File: src/rtl/fpu_shift_pkg.sv
// Shared types and constants for the FPU multi-cycle shift sequencer.
package fpu_shift_pkg;

  // Sequencer FSM states
  typedef enum logic [1:0] {
    ST_IDLE  = 2'd0,
    ST_SHIFT = 2'd1,
    ST_DONE  = 2'd2
  } state_e;

  // Operation mode: fixed-distance shift or normalise-to-MSB
  typedef enum logic {
    MODE_SHIFT = 1'b0,
    MODE_NORM  = 1'b1
  } mode_e;

  // Shift direction encoding
  localparam logic DIR_LEFT  = 1'b0;
  localparam logic DIR_RIGHT = 1'b1;

endpackage

File: src/rtl/shift_step.sv
// Combinational one-bit logical shifter (zero fill) used once per SHIFT cycle.
module shift_step
  import fpu_shift_pkg::*;
#(
  parameter int unsigned DATA_WIDTH = 32
) (
  input  logic                  dir,
  input  logic [DATA_WIDTH-1:0] data_i,
  output logic [DATA_WIDTH-1:0] step_c
);

  // Single-position shift in the requested direction
  always_comb begin
    step_c = '0;
    if (dir == DIR_RIGHT) begin
      step_c = {1'b0, data_i[DATA_WIDTH-1:1]};
    end else begin
      step_c = {data_i[DATA_WIDTH-2:0], 1'b0};
    end
  end

endmodule

File: src/rtl/shift_sequencer.sv
// Multi-cycle shift controller: left/right shift with sticky, or normalise.
// One operation in flight; one bit of shift per cycle.
module shift_sequencer
  import fpu_shift_pkg::*;
#(
  parameter int unsigned DATA_WIDTH = 32,
  parameter int unsigned AMT_WIDTH  = $clog2(DATA_WIDTH) + 1
) (
  input  logic                  clk,
  input  logic                  rst_n,
  input  logic                  in_valid,
  output logic                  in_ready,
  input  logic [DATA_WIDTH-1:0] in_data,
  input  logic [AMT_WIDTH-1:0]  in_amt,
  input  logic                  in_dir,
  input  logic                  in_norm,
  output logic                  out_valid,
  input  logic                  out_ready,
  output logic [DATA_WIDTH-1:0] out_data,
  output logic [AMT_WIDTH-1:0]  out_count,
  output logic                  out_sticky
);

  localparam logic [AMT_WIDTH-1:0] AMT_MAX = AMT_WIDTH'(DATA_WIDTH);

  state_e                  state_q,     state_d;
  mode_e                   mode_q,      mode_d;
  logic                    dir_q,       dir_d;
  logic [DATA_WIDTH-1:0]   data_q,      data_d;
  logic [AMT_WIDTH-1:0]    sat_q,       sat_d;
  logic [AMT_WIDTH-1:0]    count_q,     count_d;
  logic                    sticky_q,    sticky_d;
  logic                    out_valid_q, out_valid_d;
  logic                    in_ready_q,  in_ready_d;

  logic [AMT_WIDTH-1:0]    sat_amt_c;
  logic [DATA_WIDTH-1:0]   step_c;

  // Shift distance clamped to the operand width
  always_comb begin
    sat_amt_c = in_amt;
    if (in_amt > AMT_MAX) begin
      sat_amt_c = AMT_MAX;
    end
  end

  shift_step #(
    .DATA_WIDTH (DATA_WIDTH)
  ) u_step (
    .dir    (dir_q),
    .data_i (data_q),
    .step_c (step_c)
  );

  // Next-state, datapath and handshake flag computation
  always_comb begin
    state_d   = state_q;
    mode_d    = mode_q;
    dir_d     = dir_q;
    data_d    = data_q;
    sat_d     = sat_q;
    count_d   = count_q;
    sticky_d  = sticky_q;

    unique case (state_q)
      ST_IDLE: begin
        if (in_valid) begin
          data_d   = in_data;
          mode_d   = in_norm ? MODE_NORM : MODE_SHIFT;
          dir_d    = in_norm ? DIR_LEFT : in_dir;
          sat_d    = sat_amt_c;
          count_d  = '0;
          sticky_d = 1'b0;
          if (in_norm) begin
            if (in_data == '0) begin
              // Zero cannot be normalised: report a full-width distance
              count_d = AMT_MAX;
              state_d = ST_DONE;
            end else if (in_data[DATA_WIDTH-1]) begin
              state_d = ST_DONE;
            end else begin
              state_d = ST_SHIFT;
            end
          end else if (sat_amt_c == '0) begin
            state_d = ST_DONE;
          end else begin
            state_d = ST_SHIFT;
          end
        end
      end
      ST_SHIFT: begin
        data_d  = step_c;
        count_d = count_q + AMT_WIDTH'(1);
        if (dir_q == DIR_RIGHT) begin
          sticky_d = sticky_q | data_q[0];
        end
        if (mode_q == MODE_NORM) begin
          if (step_c[DATA_WIDTH-1]) begin
            state_d = ST_DONE;
          end
        end else if (count_d == sat_q) begin
          state_d = ST_DONE;
        end
      end
      ST_DONE: begin
        if (out_ready) begin
          state_d = ST_IDLE;
        end
      end
      default: begin
        state_d = ST_IDLE;
      end
    endcase

    out_valid_d = (state_d == ST_DONE);
    in_ready_d  = (state_d == ST_IDLE);
  end

  // State and datapath registers with synchronous active-low reset
  always_ff @(posedge clk) begin
    if (!rst_n) begin
      state_q     <= ST_IDLE;
      mode_q      <= MODE_SHIFT;
      dir_q       <= DIR_LEFT;
      data_q      <= '0;
      sat_q       <= '0;
      count_q     <= '0;
      sticky_q    <= 1'b0;
      out_valid_q <= 1'b0;
      in_ready_q  <= 1'b1;
    end else begin
      state_q     <= state_d;
      mode_q      <= mode_d;
      dir_q       <= dir_d;
      data_q      <= data_d;
      sat_q       <= sat_d;
      count_q     <= count_d;
      sticky_q    <= sticky_d;
      out_valid_q <= out_valid_d;
      in_ready_q  <= in_ready_d;
    end
  end

  assign in_ready   = in_ready_q;
  assign out_valid  = out_valid_q;
  assign out_data   = data_q;
  assign out_count  = count_q;
  assign out_sticky = sticky_q;

endmodule

File: config.mk
export PLATFORM = sky130hd
export DESIGN_NAME = shift_sequencer
export DESIGN_NICKNAME = d
export VERILOG_FILES = /design/src/rtl/fpu_shift_pkg.sv /design/src/rtl/shift_step.sv /design/src/rtl/shift_sequencer.sv
export SDC_FILE = /design/constraint.sdc
export NUM_CORES = 1
export LEC_CHECK = 0
export CAP_MARGIN = 25
export CORE_UTILIZATION = 30
export DETAILED_ROUTE_END_ITERATION = 8
export HOLD_SLACK_MARGIN = 0.15
export PLACE_DENSITY = 0.51
export SLEW_MARGIN = 5
export SYNTH_ARGS = -nofsm -noshare
export SYNTH_HDL_FRONTEND = slang
export SYNTH_SLANG_ARGS = --single-unit
File: constraint.sdc
create_clock -name clk -period 2.04 [get_ports clk]
set_clock_uncertainty 0.15 [all_clocks]
set_input_delay 0.408 -clock clk [delete_from_list [all_inputs] [get_ports clk]]
set_output_delay 0.408 -clock clk [all_outputs]
set_load 0.1 [all_outputs]
==> out/summary.txt, run 1 <==
status: finished, violations left
failing checks: DRC
Detail Placement HPWL: 6241 um
setup ws final: 115.9 ps
antenna cells: 0
drt pass-1 iters: 8
DRT antenna net count: 0
synth warn: 0
global-route wire length before repair: 13,770 um
flops & latches, synth: 51
CTS H-Tree Depth: 2
Logic pwr share: 48.9%
Distinct cells, synth: 38
leakage: 0.001616 uW
Die Ht: 99.15 um
total die area: 9831 um^2
worst hold slack: 330.7 ps
Worst-path clk slew: 100 ps
post-synthesis sequential area ratio: 36.06%
TritonCTS Sinks: 51
RSZ-0062 raised after global routing: no
syn nets: 383
RD Place Congestion: 0.7722
kind of critical path: register to register
met2 routed WL: 3901 um
Starting Density: 30.79%
Area growth syn-to-layout: 57.89%
Multi-input gate area: 1688 um^2
Via density: 5.059
CTS max path bufs: 2
Clock Tree Root: clkbuf_8
Fmax: 519.7 MHz
post-CTS resize count: 0
Max IR drop VDD: 281.1 uV
Clk pwr share: 15.8%
final wirelength: 8370 um
largest net degree at the start of global routing: 52
post-CTS setup buffers: 0
CTS tree: built
Slew headroom: 76.05%
Net Sw Frac: 43.88%
worst slack, placed: -188.8 ps
Psw: 1597 uW
port buffer count: 84
vias in the first global route: 2,661
# Max-Cap Violations: 0
Flop pwr share: 35.3%
Required @ worst endpoint: 2080 ps
Pwr Density: 814.3 nW/um^2
syn avg cell area: 8.377 um^2
top sig layer: met4
Post-synth ARST share: 0%
worst skew pair latency: 300 ps
critical path peak fanout: 6
fin crit share: 94.32%
Placement Rows: 35
Initial DRC Count: 69
grt total ovfl: 0
Setup-failing EPs final: 0
fillcell total: 877
met3 WL: 280 um
Post-synth EDFFs: 0
ratio of cells with drive above 1 in the final layout: 20.64%
CTS Buf Count: 5
Period minus WS final: 1924 ps
Tot GR Track Use: 17.67%
Hold WC Path Type: register to register
Crit. End Element: register
Avg WL per Cell: 15.30 um
Startpoint Class: register
width of the die: 99.15 um
worst path arrival time: 1970 ps
P_int: 2043 uW
total number of vias: 2,767
Slew @ Worst Pin: 356.0 ps
top_reg_cell synth: dfxtp_1
Post-Syn Area: 2831 um^2
placeable core area: 9196 um^2
Met1 Wirelength: 4133 um
Hold Buf Count CTS: 0
DRC violations left: 2
Post-layout nets: 480
Register Area: 1033 um^2
initial antenna violation count: 0
Ports: 85
Final Hold Vio Count: 0
Cells after Synth: 338
max-slew violations: 0
==> power groups by stage <==
stage	sequential, uW	clock (uW)	combinational [uW]
after CTS	1290	600	1790
after global placement	1310	0	1780
after detailed placement	1310	0	1790
after global routing	1310	650	1870
after floorplan	1890	0	472
final	1290	575	1780
==> layer usage <==
layer  vias to the layer above  global-route usage, %
met1                      1287                  23.99
met2                        65                  29.42
li1                       1411                      -
met3                         4                  2.881
met4                         0                  4.299
met5                         -                      0
==> synth_stat cells, drive strengths merged, types with 3 or more instances <==
cell type | number | area, um^2
nor2b | 5 | 31.28
a21boi | 40 | 300.3
nor3 | 3 | 15.01
o21ai | 6 | 30.02
dfxtp | 51 | 1021
xnor2 | 8 | 70.07
nand3 | 6 | 30.03
o211a | 3 | 30.03
nand3b | 7 | 52.55
nor2 | 7 | 28.78
mux2i | 30 | 300.3
a21oi | 3 | 15.01
nor4 | 10 | 68.81
clkbuf | 5 | 18.77
nand2 | 80 | 300.3
o211ai | 32 | 240.2
buf | 20 | 107.6
==> sequential cells by signal, indices dropped and copies added, names as in the netlist <==
name and flops:
out_data 32, out_count 6, sat_q 6, state_q 2
dir_q 1, in_ready 1, mode_q 1, out_sticky 1
out_valid 1
==> layout make-up <==
cell class,instances,area share (%)
clock buffers,6,1.623
multi-input cells,261,37.76
clock inverters,2,0.2799
inverters,1,0.08396
well taps,111,3.107
flip-flops and latches,51,23.12
repair buffers,115,34.03
==> metrics by stage <==
step                utilization [%]  instance area, um^2  cells  power (uW)  TNS [ps]
detailed placement            47.69                 4385    539        3097    -554.2
floorplan                         -                 2843    338        2367         0
global placement              47.69                 4385    539        3092    -561.6
finish                        48.61                 4471    547        3640         0
global route                  48.61                 4471    547        3833         0
CTS                           48.61                 4471    547        3679         0
==> placed cells by master, fill, tap and decap left out, types with 2 or more instances in the layout <==
cell,instances
a21bo_1,2
a21boi_0,24
a21boi_1,16
a21oi_1,3
a22oi_1,2
and2_1,2
buf_12,44
buf_4,28
clkbuf_8,5
clkdlybuf4s50_1,43
dfxtp_1,45
dfxtp_2,4
dfxtp_4,2
mux2i_1,30
nand2_1,80
nand2b_1,2
nand3_1,6
nand3b_1,7
nand4_1,2
nor2_1,6
nor2b_1,4
nor3_1,3
nor4_1,9
o211a_1,3
o211ai_1,32
o21ai_0,5
xnor2_1,8
xor2_1,2
==> logic make-up (layout without fill, tap and decap cells) <==
group	Yosys count	count (layout)	share of synthesized area [%]
muxes	30	30	10.61
DFF	51	51	36.06
xor gates and xnor gates	10	10	3.093
adders and majority gates	1	1	0.4418
buffers and inverters	26	124	4.595
and+or+nand+nor	127	127	20.77
AOI/OAI and AO/OA	93	93	24.44
==> path summary, 6_finish.rpt <==
| check | startpoint | endpoint | slack (ps) | cells after the start |
|---|---|---|---|---|
| worst max-delay path | out_count[0] | state_q[0] | 120 | 6 |
| worst max register to register | out_count[0] | state_q[0] | 120 | 6 |
| worst min register to register | sat_q[3] | sat_q[3] | 330 | 2 |
| worst min-delay path | sat_q[3] | sat_q[3] | 330 | 2 |
==> worst max-delay path: stages, from the launching register on <==
cell,delay (ps)
dfxtp_4,390
ha_1,330
xor2_1,150
or3_1,350
nor4_2,160
a32o_2,200
o21ai_0,80
No activity file was read; power rests on OpenSTA's default activity.
==> inputs of run 2 (changes only) <==
CORE_MARGIN = 1   (was default)
GPL_ROUTABILITY_DRIVEN = 0   (was default)
==> results of run 2 <==
No change in the layout: final DEF, timing and power equal those of run 1.
==> inputs of run 3 (changes only) <==
HOLD_SLACK_MARGIN = default   (was 0.15)
==> results of run 3 <==
No change in the layout: final DEF, timing and power equal those of run 1.
==> RTL change 1, RTL diff (flow settings as in run 1) <==
`DATA_WIDTH` is set to 32 in 2 places; all go to 64.
--- a/src/rtl/shift_step.sv
+++ b/src/rtl/shift_step.sv
@@ -4,3 +4,3 @@
 #(
-  parameter int unsigned DATA_WIDTH = 32
+  parameter int unsigned DATA_WIDTH = 64
 ) (
--- a/src/rtl/shift_sequencer.sv
+++ b/src/rtl/shift_sequencer.sv
@@ -5,3 +5,3 @@
 #(
-  parameter int unsigned DATA_WIDTH = 32,
+  parameter int unsigned DATA_WIDTH = 64,
   parameter int unsigned AMT_WIDTH  = $clog2(DATA_WIDTH) + 1
Interface: changed (resized in_amt, in_data, out_count and out_data); port bits go from 85 to 151. No check against the original RTL was run, so the function may have changed too.
==> RTL change 1 against run 1 <==
- sequential cell count rose by 34
- worst setup slack got worse by 52 ps
- fmax fell by 2.6%
- largest cell class is now buffers
- total power rose by 91%
- wire length rose by 91%
- via count rose by 83%
- synthesized area rose by 66%
- clock power rose to 3.0 times the old value
- design area rose by 82%
==> RTL change 1: results (changes against run 1) <==
* Metal1 wirelength at 7410 µm (+79%)
* Clk Latency, worst-skew pair at 350 ps (+50 ps)
* CP Data Arrival Time at 2060 ps (+90 ps)
* Via count at 5055 (+83%)
* Longest Clk Path Bufs at 2 (unchanged)
* FF-to-FF End: state_q[1]$_SDFF_PN0_
* PortBufs at 150 (+79%)
* H-tree levels at 3 (+1)
* Hold Path End: out_data[50]$_SDFFE_PN0P_
* Final GP Congestion at 0.867 (+12%)
* VDD IR max at 0.356 mV (+27%)
* Routed met2 length at 7650 µm (+96%)
* Worst Hold Class: primary input to flip-flop
* Largest net degree at the start of global routing at 47 (-9.6%)
* Max reg flops at 64 (+100%)
* Overall routing resource usage at 0.200 (+0.0231)
* WHS Path Cells at 3 (+1)
* Status: finished, final reports clean
* FF-to-FF Start: out_count[1]$_SDFFE_PN0P_
* Final WL at 16000 µm (+91%)
* Syn_nets at 662 (+73%)
* CP Max Fanout at 2 (-4)
* Worst hold slack at 301 ps (-29.3 ps)
* Main synth FF type: dfxtp_1
* Reg-to-reg slack, setup at 170 ps (+50 ps)
* Met1 usage at 0.263 (+0.0231)
* DP Worst Slack at -910 ps (-722 ps)
* Synth area leaders: dfxtp_1 36%, mux2i_1 14%, nand2_1 11%, o211ai_1 10%, a21oi_1 5.0%
* Initial drt markers at 235 (+240%)
* Initial antenna violation count at 0 (unchanged)
* Root Buffer Master: clkbuf_16
* Final net count at 858 (+79%)
* Vias in the first global route at 4873 (+83%)
* Antenna Diode Count at 0 (unchanged)
* Top cells by count, synth: 140 x nand2_1, 85 x dfxtp_1, 64 x mux2i_1, 63 x o211ai_1, 47 x a21oi_1
* Slew headroom at 0.727 (-0.0339)
* Top Metal Used: met4
* Met3 usage at 0.0339 (+0.00511)
* Distinct cells, synth at 43 (+13%)
* Post-synth ARST share at 0 (unchanged)
* Hold-fix buffers, CTS at 0 (unchanged)
* Met2 usage at 0.327 (+0.0327)
* Maximum clock rate at 506 MHz (-2.6%)
* Met3 WL at 712 µm (+150%)
* Critical path origin: in_data[49]
* Drt pass-1 iters at 4 (-4)
* Register area share after synthesis at 0.361 (+0.000447)
* Min-delay src: in_data[50]
* Leak at 3.02 nW (+87%)
* Ys Warns at 0 (unchanged)
* Layout cells sized above 1 at 0.260 (+0.0535)
* Cts bufs inserted at 9 (+4)
* Placed wire-length estimate at 11900 µm (+91%)
* Filler cells at 1431 (+63%)
* R2R cell count at 7 (+1)
* First-pass GRT wire length at 25800 µm (+87%)
* Clock transition at the registers of the reported paths at 60 ps (-40 ps)
-- RTL change 1: worst max-delay path: stages --
cell	delay (ps)
dlygate4sd2_1	280
nor4_2	220
buf_4	140
nand4_1	170
nor4_4	360
buf_4	170
o21ai_1	70
a32o_1	240
-- RTL change 1: worst max path at each step --
stage | to | cells past startpoint
detailed placement | state_q[0]$_SDFF_PN0_ | 7
CTS | out_count[6]$_SDFFE_PN0P_ | 8
global placement | state_q[0]$_SDFF_PN0_ | 7
finish | state_q[0]$_SDFF_PN0_ | 8
floorplan | state_q[0]$_SDFF_PN0_ | 6
global route | state_q[0]$_SDFF_PN0_ | 8
-- RTL change 1: area by class of cell --
class,count,share of cell area
Multi-Input combinational cell,447,0.358
Timing Repair Buffer,235,0.358
Clock inverter,6,0.00955
Tap cell,211,0.0325
Inverter,2,0.000924
Clock buffer,10,0.0282
Sequential cell,85,0.212
-- RTL change 1: repair_timing --
item                                    CTS  global route
endpoints found under the setup margin    4             4
setup buffers                             1             1
pin swaps                                22            15
resized for setup                        72            23
-- RTL change 1: logic make-up after synthesis --
family | share of synthesized area
compound gates | 0.236
simple gates | 0.200
mux | 0.136
flops | 0.361
fa+ha+maj | 0.00265
xor+xnor | 0.0130
buf+inv | 0.0507
-- RTL change 1: metrics by stage --
stage	area [µm²]	utilization	TNS (ps)	total power [W]	std cells
after floorplan	4730	-	0	0.00395	584
after global placement	7740	0.508	-5570	0.00526	978
after detailed placement	7740	0.508	-9120	0.00529	978
after CTS	8090	0.530	0	0.00701	995
after global routing	8120	0.532	-68.3	0.00725	996
final	8120	0.532	0	0.00695	996
-- RTL change 1: power breakdown --
part,switching [W],leakage [nW],internal [W]
clock,0.000668,0.151,0.00106
sequential,0.000298,0.704,0.00184
combinational,0.00191,2.16,0.00118
total,0.00287,3.02,0.00408
==> RTL change 2, RTL diff (flow settings as in run 1) <==
Made on the original files. Put one more register stage on the output `out_count`. The value now appears one clock later. The other outputs are not delayed to match.
--- a/src/rtl/shift_sequencer.sv
+++ b/src/rtl/shift_sequencer.sv
@@ -146,3 +146,5 @@
   assign out_data   = data_q;
-  assign out_count  = count_q;
+  always_ff @(posedge clk) begin
+    out_count <= count_q;
+  end
   assign out_sticky = sticky_q;
Behaviour: not the same (a bounded check fails within 4 cycles, from zero or initial values and one cycle with rst_n low).
==> RTL change 2 against run 1 <==
- wire length up 8.0%
- total power grew 21%
- clock power up 100%
- worst setup slack worse by 48 ps
- largest power group unchanged
- sequential cell count rose by 6
- design area is 10% higher
- synthesized area is 5.0% higher
- non-clock buffer count grew 13
- largest cell class unchanged
- fmax shrank 2.4%
==> RTL change 2: results (changes against run 1) <==
* Clk Latency, worst-skew pair at 330 ps (+30 ps)
* Min-delay src: count_q[0]$_SDFFE_PN0P_
* H-tree levels at 3 (+1)
* Final net count at 509 (+6.0%)
* Std cell rows at 35 (unchanged)
* CP Data Arrival Time at 2050 ps (+80 ps)
* Via count at 2978 (+7.6%)
* WHS Path Cells at 0 (-2)
* DP Worst Slack at -367 ps (-178 ps)
* Worst hold slack at 256 ps (-74.5 ps)
* Synth area leaders: dfxtp_1 38%, mux2i_1 10%, nand2_1 10%, a21boi_0 9.8%, o211ai_1 7.8%
* Crit Path Class: primary input to flip-flop
* Met3 usage at 0.0455 (+0.0167)
* Top cells by count, synth: 79 x nand2_1, 57 x dfxtp_1, 39 x a21boi_0, 31 x o211ai_1, 30 x mux2i_1
* Vias in the first global route at 2914 (+9.5%)
* Initial drt markers at 81 (+17%)
* Syn_nets at 396 (+3.4%)
* Metal1 wirelength at 4040 µm (-2.3%)
* Layout cells sized above 1 at 0.237 (+0.0303)
* Hold Path End: out_count[0]$_DFF_P_
* Worst Tran Pin Value at 374 ps (+18.3 ps)
* Placed wire-length estimate at 6650 µm (+6.6%)
* Area after DPL at 4660 µm² (+6.4%)
* CP Max Fanout at 2 (-4)
* Final WL at 9040 µm (+8.0%)
* Critical path origin: in_data[19]
* Fin crit period at 1970 ps (+48.2 ps)
* Reg-to-reg slack, setup at 260 ps (+140 ps)
* Met2 usage at 0.331 (+0.0363)
* Internal power at 0.00267 W (+31%)
* Routed met2 length at 4550 µm (+17%)
* Register area share after synthesis at 0.384 (+0.0231)
* Drt pass-1 iters at 4 (-4)
* Post-CTS Setup Repair Bufs at 0 (unchanged)
* Status: finished, final reports clean
* Distinct cells, synth at 35 (-7.9%)
* Final GP Congestion at 0.786 (+1.7%)
* Clock transition at the registers of the reported paths at 60 ps (-40 ps)
* VDD IR max at 0.448 mV (+59%)
* FF-to-FF End: state_q[0]$_SDFF_PN0_
* Overall routing resource usage at 0.187 (+0.0107)
* FF-to-FF Start: count_q[1]$_SDFFE_PN0P_
* Met1 usage at 0.223 (-0.0169)
* Met3 WL at 353 µm (+26%)
RTL change 2: cell types whose count changed in the layout (fill, tap and decap cells not counted), sizes merged, moves of 2 or more:
cell	run 1	this run
nand3b	7	10
o21ai	6	8
dfxtp	51	57
o21a	0	2
xnor2	8	5
a31oi	1	4
clkbuf	6	11
clkinv	1	3
a21bo	2	0
buf	72	85
nor2	7	10
bufinv	0	2
RTL change 2: kinds of logic after synthesis:
group           share of synthesized area
mux                                 0.101
simple gates                        0.210
fa+ha+maj                         0.00421
compound gates                      0.233
flops                               0.384
xor+xnor                           0.0236
buf+inv                            0.0450
RTL change 2: cell type report:
class	instances	area, µm²
clock buffer	11	141
clock inverter	5	78.8
fill	864	4490
inverter	2	7.51
multi-input combinational	266	1750
sequential	57	1140
tap	129	161
timing repair buffer	128	1640
RTL change 2: power by group through the flow:
stage / Combinational (W) / Clock, W / Sequential [W]
floorplan: 0.000473 / 0 / 0.00203
global placement: 0.00184 / 0 / 0.00144
detailed placement: 0.00185 / 0 / 0.00144
CTS: 0.00185 / 0.00120 / 0.00141
global route: 0.00195 / 0.00125 / 0.00143
finish: 0.00184 / 0.00117 / 0.00141
RTL change 2: what timing repair did:
action                                  4_1_cts  5_1_grt
pin swaps                                     0        0
resized for setup                             1        5
endpoints found under the setup margin        1        1
endpoints found under the hold margin         0        0
RTL change 2: critical path, cell delays in order:
cell and delay [ps]:
clkdlybuf4s50_1 430, nor4_1 340, buf_4 170, nand4_1 120
o221ai_2 210, o21ai_0 120, a31o_2 250
RTL change 2: metrics by stage:
stage                     power [W]  instances  utilization  setup TNS [ps]
after global placement      0.00327        582        0.495            -984
after floorplan             0.00251        351            -               0
after CTS                   0.00446        598        0.519               0
final                       0.00442        598        0.523               0
after global routing        0.00463        598        0.523               0
after detailed placement    0.00328        582        0.495           -1040
